File: src/rtl/joypad_serializer.sv
// joypad_serializer
// Controller port engine for NES/SNES-style pads. Each port latches a button
// image while the console strobe is high, then shifts out one bit per falling
// edge of that port's serial clock. A free-running splitter scheduler
// time-multiplexes one physical pad into ports 0 and 1. Per-button turbo gates
// masked buttons with a slow square wave. After a full read, the fill bit is
// returned on every further read until the next strobe.

module joypad_serializer #(
    parameter int NUM_PORTS = 2,
    parameter int BITS      = 8,
    parameter bit FILL_BIT  = 1'b0,
    parameter int SPLIT_DIV = 1024,
    parameter int SETTLE    = 16,
    parameter int TURBO_DIV = 500000
) (
    input  logic                      clk,
    input  logic                      reset,
    input  logic [NUM_PORTS*BITS-1:0] pad_in,
    input  logic [NUM_PORTS*BITS-1:0] turbo_mask,
    input  logic                      split_en,
    output logic                      split_sel,
    input  logic                      joy_strobe,
    input  logic [NUM_PORTS-1:0]      joy_clock,
    output logic [NUM_PORTS-1:0]      joy_data
);

    localparam int SC_W = $clog2(SPLIT_DIV);
    localparam int TC_W = (TURBO_DIV > 1) ? $clog2(TURBO_DIV) : 1;

    localparam logic [SC_W-1:0] SC_LAST   = SC_W'(SPLIT_DIV - 1);
    localparam logic [SC_W-1:0] SC_SETTLE = SC_W'(SETTLE);
    localparam logic [TC_W-1:0] TC_LAST   = TC_W'(TURBO_DIV - 1);

    logic [SC_W-1:0]      sc;
    logic [TC_W-1:0]      tc;
    logic                 turbo_phase;
    logic [BITS-1:0]      split_img [2];
    logic [BITS-1:0]      sh        [NUM_PORTS];
    logic [BITS-1:0]      img       [NUM_PORTS];
    logic [NUM_PORTS-1:0] prev_clk;
    logic [NUM_PORTS-1:0] clk_fall;
    logic                 capture_win;

    assign clk_fall = prev_clk & ~joy_clock;

    // The splitter output is sampled only on the last count of a phase. By
    // then the external mux has had at least SETTLE cycles to settle since
    // split_sel toggled.
    assign capture_win = (sc == SC_LAST) && (sc >= SC_SETTLE);

    // Register each port's serial clock so that a falling edge can be seen.
    always_ff @(posedge clk or posedge reset) begin
        if (reset) begin
            prev_clk <= '0;
        end else begin
            prev_clk <= joy_clock;
        end
    end

    // Splitter scheduler: toggle the select at the end of every phase, and
    // capture the physical pad into the image of the pad currently selected.
    always_ff @(posedge clk or posedge reset) begin
        if (reset) begin
            sc           <= '0;
            split_sel    <= 1'b0;
            split_img[0] <= '0;
            split_img[1] <= '0;
        end else if (!split_en) begin
            sc           <= '0;
            split_sel    <= 1'b0;
            split_img[0] <= '0;
            split_img[1] <= '0;
        end else begin
            if (sc == SC_LAST) begin
                sc        <= '0;
                split_sel <= ~split_sel;
            end else begin
                sc <= sc + 1'b1;
            end
            if (capture_win) begin
                split_img[split_sel] <= pad_in[BITS-1:0];
            end
        end
    end

    // Free-running turbo divider. The strobe does not affect it.
    always_ff @(posedge clk or posedge reset) begin
        if (reset) begin
            tc          <= '0;
            turbo_phase <= 1'b0;
        end else if (tc == TC_LAST) begin
            tc          <= '0;
            turbo_phase <= ~turbo_phase;
        end else begin
            tc <= tc + 1'b1;
        end
    end

    // Effective image per port: select the pad source, then suppress
    // auto-fired buttons during the low half of the turbo period.
    always_comb begin
        for (int p = 0; p < NUM_PORTS; p++) begin
            if (split_en && (p < 2)) begin
                img[p] = split_img[p[0]];
            end else begin
                img[p] = pad_in[p*BITS +: BITS];
            end
            img[p] = img[p] & ~(turbo_mask[p*BITS +: BITS] & {BITS{~turbo_phase}});
        end
    end

    // Per-port shift register. A held strobe keeps reloading the image and
    // takes priority over a coincident clock edge.
    always_ff @(posedge clk or posedge reset) begin
        if (reset) begin
            for (int p = 0; p < NUM_PORTS; p++) begin
                sh[p] <= '0;
            end
        end else begin
            for (int p = 0; p < NUM_PORTS; p++) begin
                if (joy_strobe) begin
                    sh[p] <= img[p];
                end else if (clk_fall[p]) begin
                    sh[p] <= {FILL_BIT, sh[p][BITS-1:1]};
                end
            end
        end
    end

    // The serial bit each console port sees is the bottom of its shift register.
    always_comb begin
        for (int p = 0; p < NUM_PORTS; p++) begin
            joy_data[p] = sh[p][0];
        end
    end

endmodule

File: config.mk
export PLATFORM = sky130hd
export DESIGN_NAME = joypad_serializer
export DESIGN_NICKNAME = d
export VERILOG_FILES = /design/src/rtl/joypad_serializer.sv
export SDC_FILE = /design/constraint.sdc
export NUM_CORES = 1
export LEC_CHECK = 0
export CAP_MARGIN = 15
export CELL_PAD_IN_SITES_DETAIL_PLACEMENT = 1
export CELL_PAD_IN_SITES_GLOBAL_PLACEMENT = 1
export CORE_MARGIN = 2
export CORE_UTILIZATION = 25
export CTS_CLUSTER_SIZE = 40
export DETAILED_ROUTE_END_ITERATION = 10
export PLACE_DENSITY = 0.59
export SYNTH_ARGS = -nofsm -noshare
export SYNTH_HDL_FRONTEND = slang
export SYNTH_SLANG_ARGS = --single-unit
File: constraint.sdc
create_clock -name clk -period 2 [get_ports clk]
set_input_delay 0.4 -clock clk [delete_from_list [all_inputs] [get_ports clk]]
set_output_delay 0.4 -clock clk [all_outputs]
set_load 0.01 [all_outputs]
==> qor.yml <==
first_pass_iters: 4
layout_worst_path_cycle_share: 0.9259
max_cap_violations: 0
synth_ff_type: "dfrtp_1"
cts-root-buf: "clkbuf_16"
min_period_ns: 1.852
insertedDiodeCount: 0
report.power.total_mw: 2.984
relSlewSlack: 0.7094
detailroute.via_count: 2399
synth_xor_xnor_area_share: 0.06296
die_w_um: 117.1
core_um2: 12570
starting_density_of_the_core: 0.2546
cts_inserted_buffers: 9
worst-slew-pin-transition_ns: 0.4350
multi_input_comb_area_um2: 1471
synthDominantAreaCellType: "dfrtp_1"
clkSinkCount: 65
die_outline_area_um2: 13720
cells_after_synthesis: 321
cts_tree: "yes"
timing.setup.critical_path_class: "register to register"
timing.critical_path.fanout_max: 8
grt_pass1_wl_um: 12940
synth-edff-count: 0
endpoint_kind: "register"
dominant_combinational_cell_family_by_area_after_synthesis: "simple AND/OR/NAND/NOR gates"
kind_of_launch_point_of_the_worst_setup_path: "register"
fmax_mhz: 540.0
synth-warning-count: 0
gp_routability_congestion: 0.7675
post_cts_hold_buffer_count: 0
ant_nets: 0
drive_above_1_share: 0.09867
cp_data_required_time_ns: 2.25
mappedNetlistArea_um2: 3199
die_h_um: 117.1
deepest_clock_path_buffer_count: 2
avgRoutedWirePerCell_um: 13.90
remaining_drc_errors: 0
final_count_of_negative_setup_slack_endpoints: 0
synth_fp_nets: 362
synth-compound-area-share: 0.09269
data_arrival_time_at_the_worst_slack_endpoint_ns: 2.10
clk_latency_ns: 0.33
grt_pass1_vias: 2549
detail_route.wirelength_um: 7601
dr.first_iter.drc_count: 141
synth-simple-area-share: 0.2198
number_of_antenna_violations_at_the_first_check_in_global_routing: 0
final_hold_viol_count: 0
rsz0062_at_grt: "false"
power-per-cell-area_nw_per_um2: 716.7
ffs_w_async_s_r_synth: 1.000
gr-usage-all-layers: 0.1226
power.leakage_nw: 1.813
synthAdderAreaFrac: 0.01173
fp-row-count: 41
layout-area-overhead-vs-synth_pct: 30.15
fillerInstances: 1438
clkSlewWorstSetupHoldPaths_ns: 0.05
post_synth_mux_area_share: 0.07196
layout.nets: 414
synth_area_leaders: "dfrtp_1 (51%), mux2i_1 (7.2%), nand2_1 (5.7%)"
htreeDepth: 3
seq_area_um2: 1627
portBuffers: 40
sequential_share_of_the_synthesized_area: 0.5084
vias_per_cell: 4.386
grt_overflow: 0
worst_vdd_ir_mv: 0.3244
worst_skew_ns: 0.006453
postSynthRegisterBits: 65
finalSetupTns_ns: 0
pin_count_of_the_biggest_net_entering_global_routing: 56
maxSlewViolCount: 0
netlist-cell-type-count: 42
holdCritPathClass: "input port to async pin"
synth_top_area_share: 0.5084
place.detailed.hpwl_um: 5612
ios: 41
run_status: "finished, final reports clean"
postSynthAreaPerCell_um2: 9.967
[cell type report]
cell class / instances / area share
sequential: 65 / 0.3906
clock buffer: 12 / 0.05919
tap: 172 / 0.05168
multi-input combinational: 231 / 0.3534
inverter: 10 / 0.009916
timing repair buffer: 56 / 0.1340
clock inverter: 1 / 0.001202
[cell usage after synthesis (8+ instances only)]
master and instances:
xor2_1 14, a22oi_1 14, inv_1 9, nand3_1 15, o21ai_0 23, nand2b_1 14
nand4_1 8, mux2i_1 23, xnor2_1 9, dfrtp_1 65, nor2_1 15, nand2_1 49
clkbuf_1 10
[flip-flops by register name, indices dropped and copies added, names as in the netlist]
name	cells
joy_data	2
prev_clk	2
sc	10
sh	14
split_img	16
split_sel	1
tc	19
turbo_phase	1
[per-stage QoR]
stage | instances | hold slack [ns] | util | area, um2 | worst slack [ns]
2_1_floorplan | 321 | 0.4314 | - | 3203 | 0.2808
3_3_place_gp | 533 | 0.4628 | 0.3095 | 3890 | 0.2026
3_5_place_dp | 533 | 0.4719 | 0.3095 | 3890 | 0.07237
4_1_cts | 546 | 0.4345 | 0.3295 | 4141 | 0.05520
5_1_grt | 547 | 0.4512 | 0.3313 | 4164 | 0.002687
6_report | 547 | 0.4254 | 0.3313 | 4164 | 0.1481
[cells by family after synthesis]
| family | after synthesis |
|---|---|
| compound gates | 49 |
| xor+xnor | 23 |
| fa+ha+maj | 3 |
| buf+inv | 25 |
| flops | 65 |
| mux | 23 |
| simple gates | 133 |
[critical path, cell delays in order (launching register included)]
cell     delay, ns
dfrtp_1       0.42
ha_2          0.25
nand4_1       0.12
or3_1         0.47
nor2_4        0.16
buf_12        0.14
mux2i_1       0.20
[report_power, final]
| part | internal (mW) | switching (mW) |
|---|---|---|
| Sequential | 1.35 | 0.0201 |
| Clock | 0.848 | 0.523 |
| Combinational | 0.128 | 0.115 |
[what timing repair did]
| action | 4_1_cts | 5_1_grt |
|---|---|---|
| gates resized for setup | 0 | 1 |
| setup buffers | 0 | 1 |
| setup endpoints to repair | 0 | 8 |
[path summary, 6_finish.rpt]
path / from / endpoint / slack, ns / cells past startpoint
setup reg to reg: sc[0] / split_img[9] / 0.15 / 6
hold / removal: reset / sc[6] / 0.43 / 2
hold reg to reg: joy_data[0] / joy_data[0] / 0.48 / 2
min in group clk: joy_data[0] / joy_data[0] / 0.48 / 2
max in group asynchronous: reset / sh[14] / 1.06 / 3
setup / recovery: sc[0] / split_img[9] / 0.15 / 6
[routing by layer]
| layer | up-vias | share of wire | GRT usage | wire (um) |
|---|---|---|---|---|
| met5 | - | 0 | 0 | 0 |
| li1 | 1204 | - | - | - |
| met4 | 0 | 0.016 | 0.04941 | 121 |
| met2 | 26 | 0.47 | 0.1919 | 3568 |
| met3 | 11 | 0.031 | 0.03399 | 232 |
| met1 | 1158 | 0.48 | 0.1611 | 3678 |
[layout by cell type, fill, tap and decap left out, types with 2 or more instances in the layout]
master | netlist | routed
inv_1 | 9 | 8
clkbuf_16 | 0 | 9
buf_12 | 0 | 3
nand2_1 | 49 | 49
mux2i_1 | 23 | 23
buf_4 | 2 | 13
a22oi_1 | 14 | 14
dfrtp_1 | 65 | 65
clkdlybuf4s50_1 | 0 | 40
nor2_1 | 15 | 15
and3_1 | 5 | 5
xor2_1 | 14 | 14
nand4_1 | 8 | 8
or3_1 | 3 | 3
o21ai_1 | 3 | 3
a21oi_1 | 4 | 4
and4_1 | 3 | 3
nor3_1 | 3 | 3
nand3_1 | 15 | 15
ha_1 | 3 | 2
nand2b_1 | 14 | 14
and2_1 | 5 | 5
a32o_1 | 2 | 2
xnor2_1 | 9 | 9
clkbuf_1 | 10 | 2
o21ai_0 | 23 | 23
(Power assumes the default switching activity.)
